**config.mk**
```make
export PLATFORM = sky130hd
export DESIGN_NAME = if_fetch_unit_flat
export DESIGN_NICKNAME = d
export VERILOG_FILES = /design/src/rtl/if_fetch_unit_if.sv /design/src/rtl/if_fetch_unit.sv /design/src/flat_wrapper.sv
export SDC_FILE = /design/constraint.sdc
export NUM_CORES = 1
export LEC_CHECK = 0
export CORE_MARGIN = 3
export CORE_UTILIZATION = 40
export DETAILED_ROUTE_END_ITERATION = 6
export PLACE_DENSITY = 0.64
export SYNTH_ARGS = -nofsm -noshare
export SYNTH_HDL_FRONTEND = slang
export SYNTH_SLANG_ARGS = --single-unit
```
**constraint.sdc**
```tcl
create_clock -name clk -period 4.9 [get_ports clk]
set_input_delay 0.98 -clock clk [delete_from_list [all_inputs] [get_ports clk]]
set_output_delay 0.98 -clock clk [all_outputs]
set_load 0.02 [all_outputs]
```
**src/rtl/if_fetch_unit_if.sv**
```systemverilog
// Instruction-memory request/response bus between the fetch unit (master)
// and instruction memory (slave).
interface if_fetch_unit_if;
  logic        im_req;
  logic [31:0] im_addr;
  logic        im_ready;
  logic [31:0] im_rdata;

  modport master (
    output im_req,
    output im_addr,
    input  im_ready,
    input  im_rdata
  );

  modport slave (
    input  im_req,
    input  im_addr,
    output im_ready,
    output im_rdata
  );
endinterface

```
**src/rtl/if_fetch_unit.sv**
```systemverilog
// Instruction-fetch stage: holds the PC, issues held-until-ready requests to
// instruction memory and presents {pc_out, inst, fetch_valid} to IF/ID.
module if_fetch_unit #(
  parameter logic [31:0] RESET_PC = 32'h0000_0000,
  parameter logic [31:0] NOP_INST = 32'h0000_0013
) (
  input  logic                  clk,
  input  logic                  rst,
  input  logic                  pc_write,
  input  logic                  branch_taken,
  input  logic [31:0]           branch_target,
  if_fetch_unit_if.master       im,
  output logic [31:0]           pc_out,
  output logic [31:0]           inst,
  output logic                  fetch_valid
);

  typedef enum logic [1:0] {
    FETCH,
    HOLD,
    KILL
  } state_e;

  state_e      state_q, state_d;
  logic [31:0] pc_q, pc_d;
  logic [31:0] req_addr_q, req_addr_d;
  logic [31:0] inst_buf_q, inst_buf_d;

  logic [31:0] tgt;
  logic [31:0] seq_addr;
  logic        hit;
  logic        hold_out;

  assign tgt      = branch_target & ~32'h3;
  assign seq_addr = req_addr_q + 32'd4;

  always_comb begin
    state_d    = state_q;
    pc_d       = pc_q;
    req_addr_d = req_addr_q;
    inst_buf_d = inst_buf_q;
    unique case (state_q)
      FETCH: begin
        if (im.im_ready) begin
          if (branch_taken) begin
            pc_d       = tgt;
            req_addr_d = tgt;
          end else if (pc_write) begin
            pc_d       = seq_addr;
            req_addr_d = seq_addr;
          end else begin
            inst_buf_d = im.im_rdata;
            state_d    = HOLD;
          end
        end else if (branch_taken) begin
          // Request in flight cannot be abandoned: park the target in pc and
          // keep req_addr on the stale address until memory answers.
          pc_d    = tgt;
          state_d = KILL;
        end
      end
      HOLD: begin
        if (branch_taken) begin
          pc_d       = tgt;
          req_addr_d = tgt;
          state_d    = FETCH;
        end else if (pc_write) begin
          pc_d       = seq_addr;
          req_addr_d = seq_addr;
          state_d    = FETCH;
        end
      end
      KILL: begin
        if (branch_taken) begin
          pc_d = tgt;
        end
        if (im.im_ready) begin
          req_addr_d = branch_taken ? tgt : pc_q;
          state_d    = FETCH;
        end
      end
      default: state_d = FETCH;
    endcase
  end

  always_ff @(posedge clk or negedge rst) begin
    if (!rst) begin
      state_q    <= FETCH;
      pc_q       <= RESET_PC;
      req_addr_q <= RESET_PC;
      inst_buf_q <= NOP_INST;
    end else begin
      state_q    <= state_d;
      pc_q       <= pc_d;
      req_addr_q <= req_addr_d;
      inst_buf_q <= inst_buf_d;
    end
  end

  // rst gates im_req so the request drops the instant reset asserts.
  assign im.im_req  = rst && (state_q != HOLD);
  assign im.im_addr = req_addr_q;
  assign pc_out     = req_addr_q;

  assign hit      = rst && (state_q == FETCH) && im.im_ready && !branch_taken;
  assign hold_out = rst && (state_q == HOLD) && !branch_taken;

  assign fetch_valid = hit || hold_out;

  always_comb begin
    inst = NOP_INST;
    if (hit) begin
      inst = im.im_rdata;
    end else if (hold_out) begin
      inst = inst_buf_q;
    end
  end

endmodule

```
**src/flat_wrapper.sv**
```systemverilog
// flat-port wrapper written by rule: the top's interface ports become plain ports
module if_fetch_unit_flat 
#(
  parameter logic [31:0] RESET_PC = 32'h0000_0000,
  parameter logic [31:0] NOP_INST = 32'h0000_0013
)
  (clk, rst, pc_write, branch_taken, branch_target, pc_out, inst, fetch_valid, im_im_req, im_im_addr, im_im_ready, im_im_rdata);
  if_fetch_unit_if im_i ();
  input  logic clk;
  input  logic rst;
  input  logic pc_write;
  input  logic branch_taken;
  input  logic [31:0] branch_target;
  output logic [31:0] pc_out;
  output logic [31:0] inst;
  output logic fetch_valid;
  output wire logic [$bits(im_i.im_req)-1:0] im_im_req;
  output wire logic [$bits(im_i.im_addr)-1:0] im_im_addr;
  input wire logic [$bits(im_i.im_ready)-1:0] im_im_ready;
  input wire logic [$bits(im_i.im_rdata)-1:0] im_im_rdata;
  assign im_im_req = im_i.im_req;
  assign im_im_addr = im_i.im_addr;
  assign im_i.im_ready = im_im_ready;
  assign im_i.im_rdata = im_im_rdata;
  if_fetch_unit #(.RESET_PC(RESET_PC), .NOP_INST(NOP_INST)) u_core (.clk(clk), .rst(rst), .pc_write(pc_write), .branch_taken(branch_taken), .branch_target(branch_target), .im(im_i), .pc_out(pc_out), .inst(inst), .fetch_valid(fetch_valid));
endmodule
```
* Word level (Yosys, flattened, before mapping)
Index checks and enable logic that the tools add are counted.
** Storage, ports and cells
- Register bits after elaboration :: 98
** Operators by class
- Bitwise logic cells :: 2
- Reduce and logical (&&, ||, !) cells :: 13
- Add/subtract/negate cells :: 1
- Equality and inequality tests :: 9
- Mux-type cells :: 20
** Operators with widths (number)
- $mux 32 :: 10
- $pmux 32 s3 :: 2
- $add 32x3->32 const B :: 1
- $mux 2 :: 7
- $ne 3x3->1 const B :: 4
- $logic_and 1x1->1 :: 6
- $pmux 2 s3 :: 1
- $reduce_and 5->1 :: 1
- $ne 2x2->1 const B :: 2
- $reduce_and 4->1 :: 1
- $reduce_and 3->1 :: 1
- $reduce_bool 3->1 :: 1
- $eq 2x1->1 const B :: 1
- $eq 2x2->1 const B :: 1
- $logic_not 2->1 :: 1
- $ne 2x1->1 const B :: 1
- $not 1->1 :: 2
- $logic_not 1->1 :: 1
- $logic_or 1x1->1 :: 1

* Depth between registers and ports, before layout
- Word-level depth :: 5
- Depth in mapped cells :: 10

* Least setup slack after synthesis
Ideal clock, no wire load.
- Path type :: input port to output port
- From :: in branch_taken
- To :: out inst[21]
- Cell stages on the path :: 7
- Arrival time :: 2.468 ns
- Slack :: 1.452 ns
- Buffers on the path :: 3
- Cells stage by stage :: buf_2 nor2_1 nand2_1 a21oi_1 clkbuf_1 buf_1 a22o_1
** Between the ends
- Word-level cells in the longest chain between the ends :: 4
** RTL lines
- start: declaration :: RTL line flat_wrapper.sv:12 : input logic branch_taken;
- $logic_not 1->1 (*) :: RTL line if_fetch_unit.sv:105, if_fetch_unit.sv:106
- $logic_and 1x1->1 :: RTL line if_fetch_unit.sv:106 : assign hold_out = rst && (state_q == HOLD) && !branch_taken;
- $mux 32 :: RTL line if_fetch_unit.sv:114 : end else if (hold_out) begin
- $mux 32 (*) :: RTL line if_fetch_unit.sv:112 : if (hit) begin
- end: declaration :: RTL line flat_wrapper.sv:15 : output logic [31:0] inst;
Every way passes the cells marked *; elsewhere a longest branch is shown, timed or not.

* Worst setup path after layout
- From :: reg u_core.state_q[1]
- To :: out inst[25]
** Between the ends
- Word-level cells in the longest chain between the ends :: 5
** RTL lines
- start: declaration :: RTL line if_fetch_unit.sv:24 : state_e state_q, state_d;
- start signal: assignment :: RTL line if_fetch_unit.sv:93 : state_q <= state_d;
- $eq 2x1->1 / $logic_not 2->1 (equally long branches) :: RTL line if_fetch_unit.sv:106, if_fetch_unit.sv:105
- $logic_and 1x1->1, on equally long branches (2 in a row) :: RTL line if_fetch_unit.sv:106, if_fetch_unit.sv:105
- $mux 32 / $logic_and 1x1->1 (equally long branches) :: RTL line if_fetch_unit.sv:114, if_fetch_unit.sv:105
- $mux 32 (*) :: RTL line if_fetch_unit.sv:112
Marks and branches as above.

==> flow_summary.toml <==
[status]
status = "finished clean"

[worst_setup_path]
worstPathRequired_ns = 3.92
critPathLaunchType = "flip-flop"
path_class = "reg2out"
critPathMaxFanout = 29
arrival_ns = 2.97
end_kind = "output pin"

[detailed_routing]
dr.pass1.iters = 5
drc = 0
wire_per_inst_microns = 21.2
vias_per_cell = 6.28
initialDrtViolationCount = 787
vias = 7797
wl_microns = 26300
antenna_left = 0

[cts]
cts_buffers = 9
ctsHoldBuffers = 0
cts_tree = "done"
cts_resized = 0
post_cts_buffers = 0
htreeDepth = 3
cts_root_buf = "clkbuf_16"
clk_pin_slew_worst_paths_ns = 0.08
cts_sinks = 98
clockBufferDepth = 2
clock_latency_ns = 0.37

[grt]
gr-max-usage-layer = "met2"
overflow = 0
grt_pass1_wl_microns = 40800
gr-usage-met2_pct = 36.9
grt_usage_pct = 25.1
grt_use_met1_pct = 35.5
grt_max_degree = 77
grt_antenna_before_repair = 0
met3_usage_pct = 7.10
grt_pass1_vias = 7234

[sta]
hold_viol_final = 0
setup_viol = 0
slew_headroom_pct = 18.1
fmax_mhz = 253
worst_pin_slew_ns = 1.23
finalMaxSlewViolations = 0
setup_tns_ns = 0
rsz0062_at_grt = "false"
skew_ns = 0.00727
period_share_pct = 80.6
layout_min_cycle_time_ns = 3.95

[floorplan]
dieArea_sq_um = 20500
die_y_microns = 143
fp.dieW_microns = 143
rows = 49
start_util_pct = 41.4
io_pins = 167
core-area_sq_um = 18200

[cells_and_area]
nets = 1082
antenna_cells = 0
nFillCells = 1713
syn_to_final_growth_pct = 25.0
layout-drive-gt1-share_pct = 9.77

[synthesis]
ys_seq_area_share_pct = 32.6
synth_enable_flop_cells = 0
muxShareOfSynthArea_pct = 7.54
postSynth.asyncResetShare_pct = 100
syn_inst = 918
synth-compound-area-share_pct = 30.5
avgSynthCellArea_sq_um = 8.21
yosysMostFrequentCell = "nand2_1"
synth_top_cell_by_area = "dfrtp_1"
ys_top_cells_by_count = "nand2_1 (100), dfrtp_1 (95), o21ai_0 (79)"
synth-seq-cells = 98
yosys_warnings = 0
yosys.area_share.simple_pct = 18.6
synthesis.area_sq_um = 7530
yosysTopAreaCellShare_pct = 31.6
synthTopCellsByArea = "dfrtp_1 (32%), mux2_2 (5.7%), o21ai_0 (5.2%), nand2_1 (5.0%), a21oi_1 (4.3%)"
synth_fa_ha_area_share_pct = 0.831
synth_cell_type_count = 77
synth_xor_xnor_area_share_pct = 1.86
syn-num-nets = 992
synth_top_family_by_area = "compound AO/OA/AOI/OAI gates"
ys.flop_type = "dfrtp_1"

[placement]
place_hpwl_microns = 17800
gp_congestion = 0.964
io_buffer_count = 164

[power_and_ir_drop]
finalPower_w = 0.00588
powerDensity_nw_per_um2 = 625
power_leakage_nw = 3.61
vdd_drop_max_mv = 0.261

[job]
maxCapViolCount = 0

[hold_path]
hp-class = "reg2reg"
stage by stage:
step,util [%],area [sq um],cells,hold WS [ns],setup slack [ns]
3_3_place_gp,50.1,9120,1226,0.486,0.993
5_1_grt,51.7,9410,1242,0.529,0.777
6_report,51.7,9410,1242,0.511,0.952
3_5_place_dp,50.1,9120,1226,0.497,0.959
4_1_cts,51.7,9410,1242,0.515,0.948
2_1_floorplan,-,7530,918,0.467,1.45
power by group:
| group | internal, W | switching (W) | total (W) |
|---|---|---|---|
| sequential | 0.00121 | 0.000529 | 0.00174 |
| combinational | 0.00147 | 0.00193 | 0.00340 |
| clock | 0.000362 | 0.000384 | 0.000747 |
layout by cell type, fill, tap and decap left out, types with 5 or more instances in the layout:
master	netlist	routed
clkdlybuf4s50_1	0	161
nand2_1	100	100
dfrtp_1	95	95
o21ai_0	79	79
a21oi_1	65	64
nor2_1	56	56
mux2_2	38	38
a22o_1	35	35
buf_4	32	24
inv_1	21	21
nand3_1	19	19
a31oi_1	17	17
o22ai_1	14	14
a211oi_1	14	14
mux2i_1	14	14
and2_1	13	13
nand4_1	12	12
nor4_1	12	12
nor3_1	12	11
nor2b_1	10	10
nand2b_1	10	10
o211ai_1	10	10
a221oi_1	9	9
xnor2_1	9	9
clkbuf_16	0	9
o221ai_1	8	8
a22oi_1	7	7
o31ai_1	7	7
xor2_1	7	7
o2bb2ai_1	7	7
o31a_1	6	6
a2bb2oi_1	5	5
or4_1	5	5
a21o_1	5	5
nand3b_1	5	5
o21a_1	5	5
ha_1	5	5
registers in the layout (all words and copies together) (netlist names):
signal,count
u_core.inst_buf_q,32
u_core.pc_q,32
u_core.im.im_addr,32
u_core.state_q,2
worst max-delay path, stage by stage, from the launching register on:
cell,delay (ns)
dfrtp_1,0.50
inv_1,0.12
ha_1,0.16
inv_1,0.24
nor2_1,0.22
nand2_1,0.10
a21oi_2,0.13
buf_4,0.31
a22o_1,0.20
clkdlybuf4s50_1,0.62
cell type report:
cell class | instances | area, sq um | area share [%]
multi-input cells | 691 | 4500 | 47.8
flip-flops and latches | 98 | 2460 | 26.1
inverters | 22 | 82.6 | 0.877
clock inverters | 7 | 68.8 | 0.731
repair buffers | 186 | 1800 | 19.1
clock buffers | 9 | 225 | 2.39
well taps | 229 | 287 | 3.04
path summary, 6_finish.rpt:
check	startpoint	end	slack (ns)	depth (start not counted)
max	u_core.state_q[1]	inst[25]	0.95	9
min	u_core.pc_q[3]	u_core.pc_q[3]	0.51	2
min reg2reg	u_core.pc_q[3]	u_core.pc_q[3]	0.51	2
max reg2reg	u_core.state_q[1]	u_core.pc_q[14]	1.83	8
max in group asynchronous	rst	u_core.pc_q[29]	3.03	2
min in group asynchronous	rst	u_core.pc_q[23]	0.56	1
cell families (layout without fill, tap and decap cells):
kind of cell    count (synthesis)  in the layout
buf+inv                       129            224
compound gates                337            337
flops                          98             98
simple gates                  281            281
fa+ha+maj                       5              5
xor+xnor                       16             16
mux                            52             52
routing by layer:
layer | share of wire [%] | vias up
met2 | 43 | 394
met5 | 0 | -
met4 | 3.0 | 0
met3 | 10 | 54
li1 | - | 3600
met1 | 43 | 3749
Power figures use the tool's default switching activity.
